--- src/rtl/ili9341_spi_reader_pkg.sv ---
// Shared types and constants for the ILI9341 SPI read-transaction engine.
// Holds the FSM state type, well-known read opcodes and the response-length clamp.
package ili9341_spi_reader_pkg;

   typedef enum logic [2:0] {
      IDLE,
      CMD,
      DUMMY,
      READ,
      END
   } rd_state_t;

   localparam logic [7:0] CMD_RDDID = 8'h04;
   localparam logic [7:0] CMD_RDDST = 8'h09;
   localparam logic [7:0] CMD_RDID4 = 8'hD3;

   function automatic int clamp_nbytes(input int n, input int max_bytes);
      return (n > max_bytes) ? max_bytes : n;
   endfunction

endpackage

--- src/rtl/ili9341_spi_reader_sck_gen.sv ---
// SCK divider: toggles SCK every CLK_DIV clk while enabled and flags the clk edge
// on which SCK will rise or fall, so the FSM can act on exactly that edge.
module ili9341_spi_reader_sck_gen #(
   parameter int CLK_DIV = 4
) (
   input  logic clk,
   input  logic rst,
   input  logic en,
   output logic sck,
   output logic rise,
   output logic fall
);

   localparam int CW = (CLK_DIV > 1) ? $clog2(CLK_DIV) : 1;

   logic [CW-1:0] div_cnt;
   logic          tick;

   // Strobes are combinational so the FSM samples/shifts on the same edge SCK moves.
   assign tick = en && (div_cnt == CW'(CLK_DIV - 1));
   assign rise = tick && !sck;
   assign fall = tick && sck;

   always_ff @(posedge clk or negedge rst) begin
      if (!rst) begin
         div_cnt <= '0;
         sck     <= 1'b0;
      end else if (!en) begin
         div_cnt <= '0;
         sck     <= 1'b0;
      end else if (tick) begin
         div_cnt <= '0;
         sck     <= ~sck;
      end else begin
         div_cnt <= div_cnt + 1'b1;
      end
   end

endmodule

--- src/rtl/ili9341_spi_reader.sv ---
// ILI9341 SPI read engine (mode 0, MSB first): command byte with DC=0, dummy clocks,
// then 0..MAX_BYTES response bytes shifted in from MISO with DC=1.
module ili9341_spi_reader
   import ili9341_spi_reader_pkg::*;
#(
   parameter int DW         = 8,
   parameter int CLK_DIV    = 4,
   parameter int DUMMY_BITS = 1,
   parameter int MAX_BYTES  = 4
) (
   input  logic          clk,
   input  logic          rst,
   input  logic          i_start,
   input  logic [DW-1:0] i_cmd,
   input  logic [2:0]    i_nbytes,
   input  logic          i_miso,
   output logic          o_sck,
   output logic          o_mosi,
   output logic          o_cs,
   output logic          o_dc,
   output logic          o_busy,
   output logic [DW-1:0] o_rd_data,
   output logic          o_rd_valid,
   output logic          o_done
);

   localparam int CNT_W = $clog2(DW * MAX_BYTES + DW + 9);
   localparam int IDX_W = (DW > 1) ? $clog2(DW) : 1;
   localparam int END_W = (CLK_DIV > 1) ? $clog2(CLK_DIV) : 1;

   rd_state_t        state;
   logic [CNT_W-1:0] bit_cnt;
   logic [IDX_W-1:0] bit_idx;
   logic [END_W-1:0] end_cnt;
   logic [2:0]       nbytes_reg;
   logic [DW-1:0]    cmd_sr;
   logic [DW-1:0]    rx_sr;

   logic sck_en;
   logic sck_rise;
   logic sck_fall;
   logic cmd_last;
   logic dummy_last;
   logic read_last;
   logic byte_last;

   assign sck_en     = (state == CMD) || (state == DUMMY) || (state == READ);
   assign cmd_last   = (int'(bit_cnt) == DW - 1);
   assign dummy_last = (int'(bit_cnt) == DUMMY_BITS - 1);
   assign read_last  = (int'(bit_cnt) == int'(nbytes_reg) * DW - 1);
   assign byte_last  = (int'(bit_idx) == DW - 1);

   ili9341_spi_reader_sck_gen #(
      .CLK_DIV(CLK_DIV)
   ) u_sck_gen (
      .clk (clk),
      .rst (rst),
      .en  (sck_en),
      .sck (o_sck),
      .rise(sck_rise),
      .fall(sck_fall)
   );

   always_ff @(posedge clk or negedge rst) begin
      if (!rst) begin
         state      <= IDLE;
         bit_cnt    <= '0;
         bit_idx    <= '0;
         end_cnt    <= '0;
         nbytes_reg <= '0;
         cmd_sr     <= '0;
         rx_sr      <= '0;
         o_cs       <= 1'b1;
         o_mosi     <= 1'b1;
         o_dc       <= 1'b1;
         o_busy     <= 1'b0;
         o_rd_data  <= '0;
         o_rd_valid <= 1'b0;
         o_done     <= 1'b0;
      end else begin
         o_rd_valid <= 1'b0;
         o_done     <= 1'b0;
         case (state)
            IDLE: begin
               if (i_start) begin
                  state      <= CMD;
                  nbytes_reg <= 3'(clamp_nbytes(int'(i_nbytes), MAX_BYTES));
                  // First command bit goes out before the first SCK rise.
                  o_mosi     <= i_cmd[DW-1];
                  cmd_sr     <= i_cmd << 1;
                  o_cs       <= 1'b0;
                  o_dc       <= 1'b0;
                  o_busy     <= 1'b1;
                  bit_cnt    <= '0;
                  bit_idx    <= '0;
               end
            end
            CMD: begin
               if (sck_fall) begin
                  if (cmd_last) begin
                     bit_cnt <= '0;
                     o_mosi  <= 1'b1;
                     if (nbytes_reg == '0) begin
                        state   <= END;
                        end_cnt <= '0;
                     end else begin
                        o_dc  <= 1'b1;
                        state <= (DUMMY_BITS > 0) ? DUMMY : READ;
                     end
                  end else begin
                     bit_cnt <= bit_cnt + 1'b1;
                     o_mosi  <= cmd_sr[DW-1];
                     cmd_sr  <= cmd_sr << 1;
                  end
               end
            end
            DUMMY: begin
               if (sck_fall) begin
                  if (dummy_last) begin
                     bit_cnt <= '0;
                     state   <= READ;
                  end else begin
                     bit_cnt <= bit_cnt + 1'b1;
                  end
               end
            end
            READ: begin
               if (sck_rise) begin
                  rx_sr <= {rx_sr[DW-2:0], i_miso};
                  if (byte_last) begin
                     bit_idx    <= '0;
                     o_rd_data  <= {rx_sr[DW-2:0], i_miso};
                     o_rd_valid <= 1'b1;
                  end else begin
                     bit_idx <= bit_idx + 1'b1;
                  end
               end
               // Leave on the final fall so every response bit gets a full SCK period.
               if (sck_fall) begin
                  if (read_last) begin
                     state   <= END;
                     end_cnt <= '0;
                  end else begin
                     bit_cnt <= bit_cnt + 1'b1;
                  end
               end
            end
            END: begin
               if (int'(end_cnt) == CLK_DIV - 1) begin
                  state  <= IDLE;
                  o_cs   <= 1'b1;
                  o_dc   <= 1'b1;
                  o_busy <= 1'b0;
                  o_done <= 1'b1;
               end else begin
                  end_cnt <= end_cnt + 1'b1;
               end
            end
            default: state <= IDLE;
         endcase
      end
   end

endmodule

--- config.mk ---
export PLATFORM = sky130hd
export DESIGN_NAME = ili9341_spi_reader
export DESIGN_NICKNAME = d
export VERILOG_FILES = /design/src/rtl/ili9341_spi_reader_pkg.sv /design/src/rtl/ili9341_spi_reader_sck_gen.sv /design/src/rtl/ili9341_spi_reader.sv
export SDC_FILE = /design/constraint.sdc
export NUM_CORES = 1
export LEC_CHECK = 0
export BUFFER_PORTS_ARGS = -buffer_cell sky130_fd_sc_hd__buf_2
export CAP_MARGIN = 5
export CORE_AREA = 8 8 77 79
export DETAILED_ROUTE_END_ITERATION = 16
export DIE_AREA = 0 0 85 87
export GPL_TIMING_DRIVEN = 0
export HOLD_SLACK_MARGIN = 0.05
export PLACE_DENSITY = 0.69
export SYNTH_ARGS = -nofsm -noshare
export SYNTH_HDL_FRONTEND = slang
export SYNTH_SLANG_ARGS = --single-unit
--- constraint.sdc ---
create_clock -name clk -period 2.7 [get_ports clk]
set_input_delay 0.135 -clock clk [delete_from_list [all_inputs] [get_ports clk]]
set_output_delay 0.135 -clock clk [all_outputs]
set_load 0.05 [all_outputs]
==> impl_metrics.py, run 1 <==
metrics = {
    "status": {
        "status": "finished, violations left",
        "failed_checks": "hold timing",
    },
    "die": {
        "fp.dieW_um": 85,
        "die_y_um": 87,
        "core_area_um2": 4850,
        "die_area_um2": 7400,
        "num_io_pins": 30,
        "initial_core_util_pct": 47.7,
        "rows": 26,
    },
    "drt": {
        "routed_wirelength_um": 4350,
        "vias_per_cell": 5.40,
        "drtPass1Iterations": 4,
        "wl_met3_um": 177,
        "highest_layer": "met4",
        "drt-met1-wl_um": 2090,
        "wl_met2_um": 2000,
        "wl_per_cell_um": 14.4,
        "dr_total_vias": 1625,
        "final_antenna_net_count": 0,
        "drc": 0,
        "drt_iter0_markers": 78,
    },
    "clock_network": {
        "cts_resized": 0,
        "clockBufferDepth": 2,
        "numCtsBuffers": 5,
        "insertion_delay_ns": 0.31,
        "post-cts-setup-buffers": 0,
        "cts_tree": "built",
        "postCtsHoldBufs": 0,
        "htreeDepth": 2,
        "clock-sinks": 48,
        "cts_root_buf": "clkbuf_8",
        "clk_pin_slew_ns": 0.10,
    },
    "sta": {
        "skew_ns": 0.0116,
        "timing.final.ws_setup_ns": 0.725,
        "hold_viol_final": 2,
        "tightest_slew_ns": 1.04,
        "fin_setup_tns_ns": 0,
        "period_needed_ns": 1.98,
        "fmax_ghz": 0.506,
        "fin_crit_sh_pct": 73.2,
        "max-slew-margin-rel_pct": 30.8,
        "hold_slack_ns": -0.00160,
        "setup_viol": 0,
        "grt_setup_unrepaired": "false",
        "slew_viol_final": 0,
    },
    "synth": {
        "synth_cell_type_count": 44,
        "syn_nets": 231,
        "syn_inst": 208,
        "ys_seq_area_share_pct": 52.1,
        "synth-edff-count": 0,
        "ys_ff_latch": 48,
        "synthArstFlopShare_pct": 100,
        "ys.flop_type": "dfrtp_1",
        "yosysWarnings": 0,
        "syn_avg_cell_area_um2": 11.1,
        "syn-cell-area_um2": 2310,
    },
    "pwr": {
        "power_mw": 1.23,
        "pwr_density_cell_nw_per_um2": 471,
        "power_leakage_nw": 1.33,
        "power_frac_clock_pct": 36.7,
        "power.switching_mw": 0.282,
        "seqPwrFrac_pct": 59.0,
        "switching_share_pct": 22.8,
        "power.internal_mw": 0.952,
        "ir_worst_vdd_uv": 329,
        "comb_power_share_pct": 4.3,
    },
    "critical_path": {
        "critical_path_class": "flop to flop",
        "end_kind": "flop",
        "crit_chain": "inv_1, ha_1, ha_1, xnor2_1, nor4_1, a21bo_4, or2_4, o31ai_2",
        "cp_max_fo": 8,
        "critical-path-slowest-cell": "dfrtp_1",
        "cpMostUsedCell": "ha_1",
        "cpLargestDelayFamily": "adder cells",
        "start_kind": "flop",
        "required_ns": 2.93,
        "cp_num_buf_inv": 1,
        "cp_data_arrival_time_ns": 2.20,
        "slowest_delay_ns": 0.36,
    },
    "flow_run": {
        "maxCapViolCount": 0,
    },
    "global_routing": {
        "grt_pass1_wl_um": 7730,
        "overflow": 0,
        "grt_pass1_vias": 1690,
        "grt_max_degree": 49,
        "grt_antenna_before_repair": 0,
        "track_usage_pct": 13.0,
    },
    "cells_and_area": {
        "reg.largest.list": "o_rd_data x8, cmd_sr x7, rx_sr x7",
        "layout_commonest_cell": "dfrtp_1",
        "regMostFlops": "o_rd_data",
        "drive_above_1_share_pct": 29.4,
        "largest_reg_flops": 8,
        "area_growth_pct": 13.4,
        "nets": 267,
        "fin_area_um2": 2620,
        "layout_common_cells": "dfrtp_1, buf_2, nor2_1",
        "diodes": 0,
    },
    "place": {
        "dp_slack_ns": 0.719,
        "placed_area_um2": 2530,
        "gp_congestion": 0.835,
        "hpwl_um": 3140,
        "port_buffers": 29,
    },
    "worst_hold_path": {
        "min_path_type": "input port to asynchronous set/reset pin",
    },
}
-- final cells by class --
cell class	instances	area, um2
well taps	56	70.1
clock buffers	7	86.3
clock inverters	1	7.51
multi-input cells	141	1030
plain buffers	8	41.3
repair buffers	29	145
flip-flops and latches	48	1200
fillers	452	2220
inverters	11	41.3
-- metal layers --
metal / GRT usage (%) / vias up
met5: 0 / -
met4: 5.66 / 0
met3: 3.49 / 8
met2: 20.7 / 33
met1: 16.1 / 783
li1: - / 801
-- worst register-to-register path: cells and delay by family (launching register included) --
family	cells	cell delay (ns)
adders and majority gates	2	0.48
buffers and inverters	1	0.07
and+or+nand+nor	2	0.34
xor gates and xnor gates	1	0.18
DFF	1	0.36
AOI/OAI and AO/OA	2	0.46
-- cells in the mapped netlist (all sizes together) (3+ instances only) --
library cell,number,share of area [%]
xnor2,3,1.1
dfrtp,45,49
a22o,4,1.5
clkbuf,3,0.49
mux2,16,7.8
nor2,20,3.2
inv,11,1.8
buf,5,1.3
or2,4,1.2
o21ai,11,2.4
nand3,5,1.1
and3,3,0.81
nand2,11,1.8
dfstp,3,3.4
mux2i,7,3.0
nor3,4,0.87
ha,8,4.3
a21oi,12,2.8
nor3b,3,0.97
-- logic make-up (layout without fill, tap and decap cells) --
family / Yosys count / after routing / share of synthesized area, %
flops: 48 / 48 / 52.1
xor+xnor: 3 / 3 / 1.14
compound gates: 43 / 43 / 13.4
mux: 23 / 23 / 10.8
fa+ha+maj: 8 / 8 / 4.33
buf+inv: 19 / 56 / 3.57
simple gates: 64 / 64 / 14.7
-- power by group through the flow --
stage               sequential, mW  combinational [mW]  clock (mW)
CTS                          0.729              0.0552       0.468
finish                       0.729              0.0528       0.453
global placement             0.743              0.0541           0
detailed placement           0.743              0.0551           0
floorplan                    0.751              0.0165           0
global route                 0.729              0.0598       0.492
-- per-stage QoR --
stage,instances,utilization [%]
6_report,301,54.1
2_1_floorplan,208,-
4_1_cts,301,54.1
3_5_place_dp,293,52.2
3_3_place_gp,293,52.2
5_1_grt,301,54.1
-- path summary, 6_finish.rpt --
kind	from	slack, ns	depth (start not counted)	end
setup / recovery	nbytes_reg[0]	0.72	8	bit_cnt[5]
hold / removal	rst	-0.002	1	bit_cnt[0]
setup reg to reg	nbytes_reg[0]	0.72	8	bit_cnt[5]
hold reg to reg	u_sck_gen.div_cnt[0]	0.44	1	u_sck_gen.div_cnt[0]
max in group asynchronous	rst	2.05	1	o_rd_data[5]
min in group clk	i_nbytes[2]	0.06	3	nbytes_reg[2]
Power figures use the tool's default switching activity.
==> run 2, diff against run 1 <==
==> constraint.sdc (replaced) <==
create_clock -name clk -period 1.95 [get_ports clk]
set_input_delay 0.0975 -clock clk [delete_from_list [all_inputs] [get_ports clk]]
set_output_delay 0.0975 -clock clk [all_outputs]
set_load 0.05 [all_outputs]
==> run 2 against run 1 <==
Combinational power grew 71%; die area is the same; clock power grew 39%; the flow now finishes without violations; first-iteration DRC count shrank 14%; critical path depth is the same; total power grew 40%; sequential share of layout area shrank 2.7 points; hold slack gained 0.093 ns; sequential cell count is the same; fmax grew 3.7%; worst setup slack lost 0.68 ns; sequential power grew 39%.
==> impl_metrics.py, run 2 (synthesized netlist as in run 1, its figures left out) <==
metrics = {
    "global_routing": {
        "overflow": 0,
        "grt_pass1_wl_um": 7870,
        "grt_pass1_vias": 1682,
        "track_usage_pct": 13.3,
        "grt_antenna_before_repair": 0,
        "grt_max_degree": 49,
    },
    "pwr": {
        "seqPwrFrac_pct": 58.4,
        "power.switching_mw": 0.396,
        "switching_share_pct": 22.9,
        "power_frac_clock_pct": 36.4,
        "comb_power_share_pct": 5.2,
        "ir_worst_vdd_uv": 473,
        "power_leakage_nw": 1.37,
        "pwr_density_cell_nw_per_um2": 620,
        "power.internal_mw": 1.33,
    },
    "cells_and_area": {
        "multiInputGateArea_um2": 1110,
        "nets": 275,
        "diodes": 0,
        "largest_reg_flops": 8,
        "reg.largest.list": "o_rd_data x8, cmd_sr x7, rx_sr x7",
        "drive_above_1_share_pct": 33.6,
        "layout_common_cells": "dfrtp_1, buf_2, nor2_1",
        "layout_commonest_cell": "dfrtp_1",
        "regMostFlops": "o_rd_data",
        "ff_latch_area_um2": 1200,
        "fillCellCount": 430,
        "area_growth_pct": 20.4,
    },
    "drt": {
        "routed_wirelength_um": 4550,
        "drc": 0,
        "drtPass1Iterations": 5,
        "dr_total_vias": 1673,
        "vias_per_cell": 5.41,
        "final_antenna_net_count": 0,
        "drt_iter0_markers": 67,
        "wl_per_cell_um": 14.7,
    },
    "die": {
        "num_io_pins": 30,
        "fp.dieW_um": 85,
        "initial_core_util_pct": 47.7,
        "die_area_um2": 7400,
        "core_area_um2": 4850,
        "rows": 26,
        "die_y_um": 87,
    },
    "clock_network": {
        "clockBufferDepth": 2,
        "cts_tree": "built",
        "clock-sinks": 48,
        "insertion_delay_ns": 0.31,
        "clk_pin_slew_ns": 0.10,
        "numCtsBuffers": 5,
        "htreeDepth": 2,
        "cts_root_buf": "clkbuf_8",
    },
    "critical_path": {
        "regToRegSetupSlack_ns": 0.05,
        "start_kind": "flop",
        "worstReg2RegEnd": "bit_cnt[5]",
        "cp_max_fo": 8,
        "critical_path_class": "flop to flop",
        "cp_data_arrival_time_ns": 2.13,
        "end_kind": "flop",
        "r2r_start": "nbytes_reg[1]",
        "required_ns": 2.18,
        "reg2reg_depth": 8,
    },
    "place": {
        "port_buffers": 29,
        "dp_slack_ns": -0.0310,
        "hpwl_um": 3140,
        "gp_congestion": 0.835,
    },
    "worst_hold_path": {
        "whs_path_depth": 3,
        "hold_path_end": "cmd_sr[6]",
        "hold_start": "i_cmd[5]",
        "min_path_type": "input port to flop",
    },
    "sta": {
        "skew_ns": 0.0114,
        "period_needed_ns": 1.90,
        "hold_viol_final": 0,
        "max-slew-margin-rel_pct": 30.2,
        "slew_viol_final": 0,
        "grt_setup_unrepaired": "true",
        "timing.final.ws_setup_ns": 0.0458,
        "fmax_ghz": 0.525,
        "tightest_slew_ns": 1.05,
        "fin_crit_sh_pct": 97.6,
        "fin_setup_tns_ns": 0,
        "setup_viol": 0,
    },
    "flow_run": {
        "maxCapViolCount": 0,
    },
    "status": {
        "status": "finished, final reports clean",
    },
}
[run 2: changes by cell type in the layout (fill, tap and decap cells not counted), moves of 2 or more]
cell	delta
buf_2	-2
clkbuf_4	+2
ha_2	+2
dlygate4sd3_1	+5
buf_4	+3
ha_1	-3
[run 2: routing by layer]
metal | track usage (%) | up-vias | share of wire (%)
met5 | 0 | - | 0
met4 | 5.66 | 0 | 2.0
met3 | 3.40 | 8 | 4.1
met2 | 20.4 | 39 | 46
met1 | 17.2 | 806 | 47
li1 | - | 820 | -
[run 2: critical path: stages (launching register included)]
cell and delay, ns:
dfrtp_1 0.39, inv_1 0.08, ha_2 0.19, ha_4 0.20, xnor2_2 0.15, nor4_1 0.08
a21bo_4 0.26, or2_4 0.26, o31ai_2 0.21
[run 2: area by class of cell]
cell class / instances / share of cell area (%)
well taps: 56 / 2.51
clock inverters: 1 / 0.269
repair buffers: 37 / 7.81
plain buffers: 8 / 1.66
clock buffers: 7 / 3.10
inverters: 11 / 1.48
multi-input cells: 141 / 39.9
flip-flops and latches: 48 / 43.2
[run 2: worst max path at each step]
stage / from / slack (ns) / cells past startpoint / endpoint
after global placement: u_sck_gen.div_cnt[0] / -0.007 / 7 / cmd_sr[5]
after floorplan: u_sck_gen.sck / 0.1 / 6 / cmd_sr[4]
after detailed placement: nbytes_reg[0] / -0.03 / 8 / bit_cnt[5]
final: nbytes_reg[1] / 0.05 / 8 / bit_cnt[5]
after global routing: nbytes_reg[1] / -0.07 / 8 / bit_cnt[5]
after CTS: nbytes_reg[0] / 0.005 / 8 / bit_cnt[5]
[run 2: power by group through the flow]
stage / clock network (mW) / registers [mW] / logic (mW)
CTS: 0.648 / 1.01 / 0.0901
floorplan: 0 / 1.04 / 0.0228
global placement: 0 / 1.03 / 0.0750
finish: 0.628 / 1.01 / 0.0904
detailed placement: 0 / 1.03 / 0.0763
global route: 0.682 / 1.01 / 0.101
[run 2: repair_timing]
| item | in CTS | in global routing |
|---|---|---|
| hold buffers | 5 | 0 |
| resized for setup | 3 | 14 |
| endpoints found under the hold margin | 50 | 0 |
| buffers inserted | 0 | 3 |
| endpoints found under the setup margin | 5 | 28 |
| pin swaps | 1 | 2 |
[run 2: metrics by stage]
stage                     hold slack (ns)  cell area [um2]  utilization [%]  instances  power [mW]
after floorplan                    -0.198             2310                -        208        1.06
after global placement              0.331             2530             52.2        293        1.10
after detailed placement            0.342             2530             52.2        293        1.10
after CTS                          0.0899             2700             55.7        306        1.75
after global routing                0.102             2790             57.5        309        1.79
final                              0.0918             2790             57.5        309        1.73
==> run 3, diff against run 2 <==
--- a/config.mk
+++ b/config.mk
@@ -12,7 +12,7 @@
 export DIE_AREA = 0 0 85 87
 export GPL_TIMING_DRIVEN = 0
 export HOLD_SLACK_MARGIN = 0.05
-export PLACE_DENSITY = 0.69
+export PLACE_DENSITY = 0.75
 export SYNTH_ARGS = -nofsm -noshare
 export SYNTH_HDL_FRONTEND = slang
 export SYNTH_SLANG_ARGS = --single-unit
==> run 3 against run 2 <==
Total power is essentially flat; core utilization shrank 0.80 points; sequential power is essentially flat; hold slack lost 0.018 ns; critical endpoint is now bit_cnt[3]; largest cell class unchanged; highest routed layer unchanged.
==> impl_metrics.py, run 3 (synthesized netlist as in run 1, its figures left out) <==
metrics = {
    "status": {
        "status": "finished, final reports clean",
    },
    "global_routing": {
        "overflow": 0,
        "met1_usage_pct": 16.8,
        "busiest_layer": "met2",
        "track_usage_pct": 13.5,
        "grt_pass1_wl_um": 7920,
        "use_met2_pct": 21.2,
        "grt_antenna_before_repair": 0,
        "grt_util_met3_pct": 4.25,
        "grt_max_degree": 49,
        "grt_pass1_vias": 1716,
    },
    "drt": {
        "vias_per_cell": 5.42,
        "wl_per_cell_um": 14.9,
        "dr_total_vias": 1657,
        "drtPass1Iterations": 4,
        "routed_wirelength_um": 4570,
        "drc": 0,
        "final_antenna_net_count": 0,
        "drt_iter0_markers": 106,
    },
    "place": {
        "gp_congestion": 0.811,
        "dp_slack_ns": -0.116,
        "hpwl_um": 3190,
        "port_buffers": 29,
    },
    "cells_and_area": {
        "regMostFlops": "o_rd_data",
        "nets": 272,
        "diodes": 0,
        "final_core_util_pct": 56.7,
        "layout_common_cells": "dfrtp_1, buf_2, nor2_1",
        "reg.largest.list": "o_rd_data x8, cmd_sr x7, rx_sr x7",
        "drive_above_1_share_pct": 33.2,
        "area_growth_pct": 18.8,
        "fillCellCount": 427,
        "largest_reg_flops": 8,
        "layout_commonest_cell": "dfrtp_1",
    },
    "sta": {
        "hold_viol_final": 0,
        "grt_setup_unrepaired": "true",
        "fmax_ghz": 0.526,
        "skew_ns": 0.00389,
        "slew_viol_final": 0,
        "setup_viol": 0,
        "timing.final.ws_setup_ns": 0.0482,
        "tightest_slew_ns": 1.04,
        "period_needed_ns": 1.90,
        "fin_crit_sh_pct": 97.5,
        "max-slew-margin-rel_pct": 30.9,
    },
    "clock_network": {
        "htreeDepth": 2,
        "clock-sinks": 48,
        "clk_pin_slew_ns": 0.09,
        "cts_root_buf": "clkbuf_8",
        "cts_tree": "built",
        "numCtsBuffers": 5,
        "clockBufferDepth": 2,
        "insertion_delay_ns": 0.31,
        "post-cts-setup-buffers": 0,
    },
    "critical_path": {
        "end_kind": "flop",
        "critical_path_class": "flop to flop",
        "cp_data_arrival_time_ns": 2.12,
        "start_kind": "flop",
        "required_ns": 2.17,
        "cp_max_fo": 8,
    },
    "pwr": {
        "pwr_density_cell_nw_per_um2": 628,
        "ir_worst_vdd_uv": 343,
        "power_leakage_nw": 1.35,
        "power_mw": 1.73,
    },
    "die": {
        "die_y_um": 87,
        "rows": 26,
        "fp.dieW_um": 85,
        "die_area_um2": 7400,
        "core_area_um2": 4850,
        "num_io_pins": 30,
        "initial_core_util_pct": 47.7,
    },
    "flow_run": {
        "maxCapViolCount": 0,
    },
    "worst_hold_path": {
        "min_path_type": "input port to flop",
    },
}
## run 3: critical path: stages (launching register included)
cell and delay [ns]:
dfrtp_1 0.39, inv_1 0.08, ha_2 0.19, ha_4 0.20
xnor2_2 0.14, nor4_1 0.07, a21bo_4 0.25, or2_4 0.26
o31ai_2 0.21
## run 3: what timing repair did
item                                    CTS  global route
resized for setup                         3            13
hold endpoints to repair                 50             0
pin swaps                                 2             2
endpoints found under the setup margin    9            29
hold buffers                              5             0
## run 3: per-stage QoR
step / std cells / hold WS, ns / cell area (um2) / setup TNS (ns)
3_5_place_dp: 293 / 0.343 / 2530 / -0.610
3_3_place_gp: 293 / 0.324 / 2530 / -0.402
6_report: 306 / 0.0736 / 2750 / 0
2_1_floorplan: 208 / -0.198 / 2310 / 0
4_1_cts: 306 / 0.0619 / 2700 / 0
5_1_grt: 306 / 0.0888 / 2750 / -0.205
## run 3: cell type report
| class | instances | area, um2 | share of cell area, % |
|---|---|---|---|
| Sequential cell | 48 | 1200 | 43.9 |
| Multi-Input combinational cell | 141 | 1090 | 39.8 |
| Timing Repair Buffer | 34 | 195 | 7.10 |
| Clock buffer | 6 | 82.6 | 3.01 |
| Tap cell | 56 | 70.1 | 2.55 |
| Buffer | 8 | 46.3 | 1.68 |
| Inverter | 11 | 41.3 | 1.50 |
| Clock inverter | 2 | 15.0 | 0.546 |
## run 3: final timing paths
path | from | end | slack, ns | cells after the start
max | nbytes_reg[1] | bit_cnt[3] | 0.05 | 8
min | i_start | state[0] | 0.07 | 3
max reg2reg | nbytes_reg[1] | bit_cnt[3] | 0.05 | 8
min reg2reg | u_sck_gen.div_cnt[0] | u_sck_gen.div_cnt[0] | 0.47 | 1
max in group asynchronous | rst | bit_cnt[0] | 0.81 | 2
min in group asynchronous | rst | bit_idx[0] | 0.51 | 2
## run 3: where the power goes
| part | switching [mW] | internal [mW] | leakage (nW) |
|---|---|---|---|
| sequential | 0.00437 | 1.00 | 0.628 |
| clock | 0.341 | 0.287 | 0.0434 |
| combinational | 0.0525 | 0.0372 | 0.679 |
| total | 0.398 | 1.33 | 1.35 |
## run 3: layer usage
layer	routed length [um]	vias up
met5	0	-
met4	78	0
met3	239	7
met2	2130	37
met1	2120	802
li1	-	811
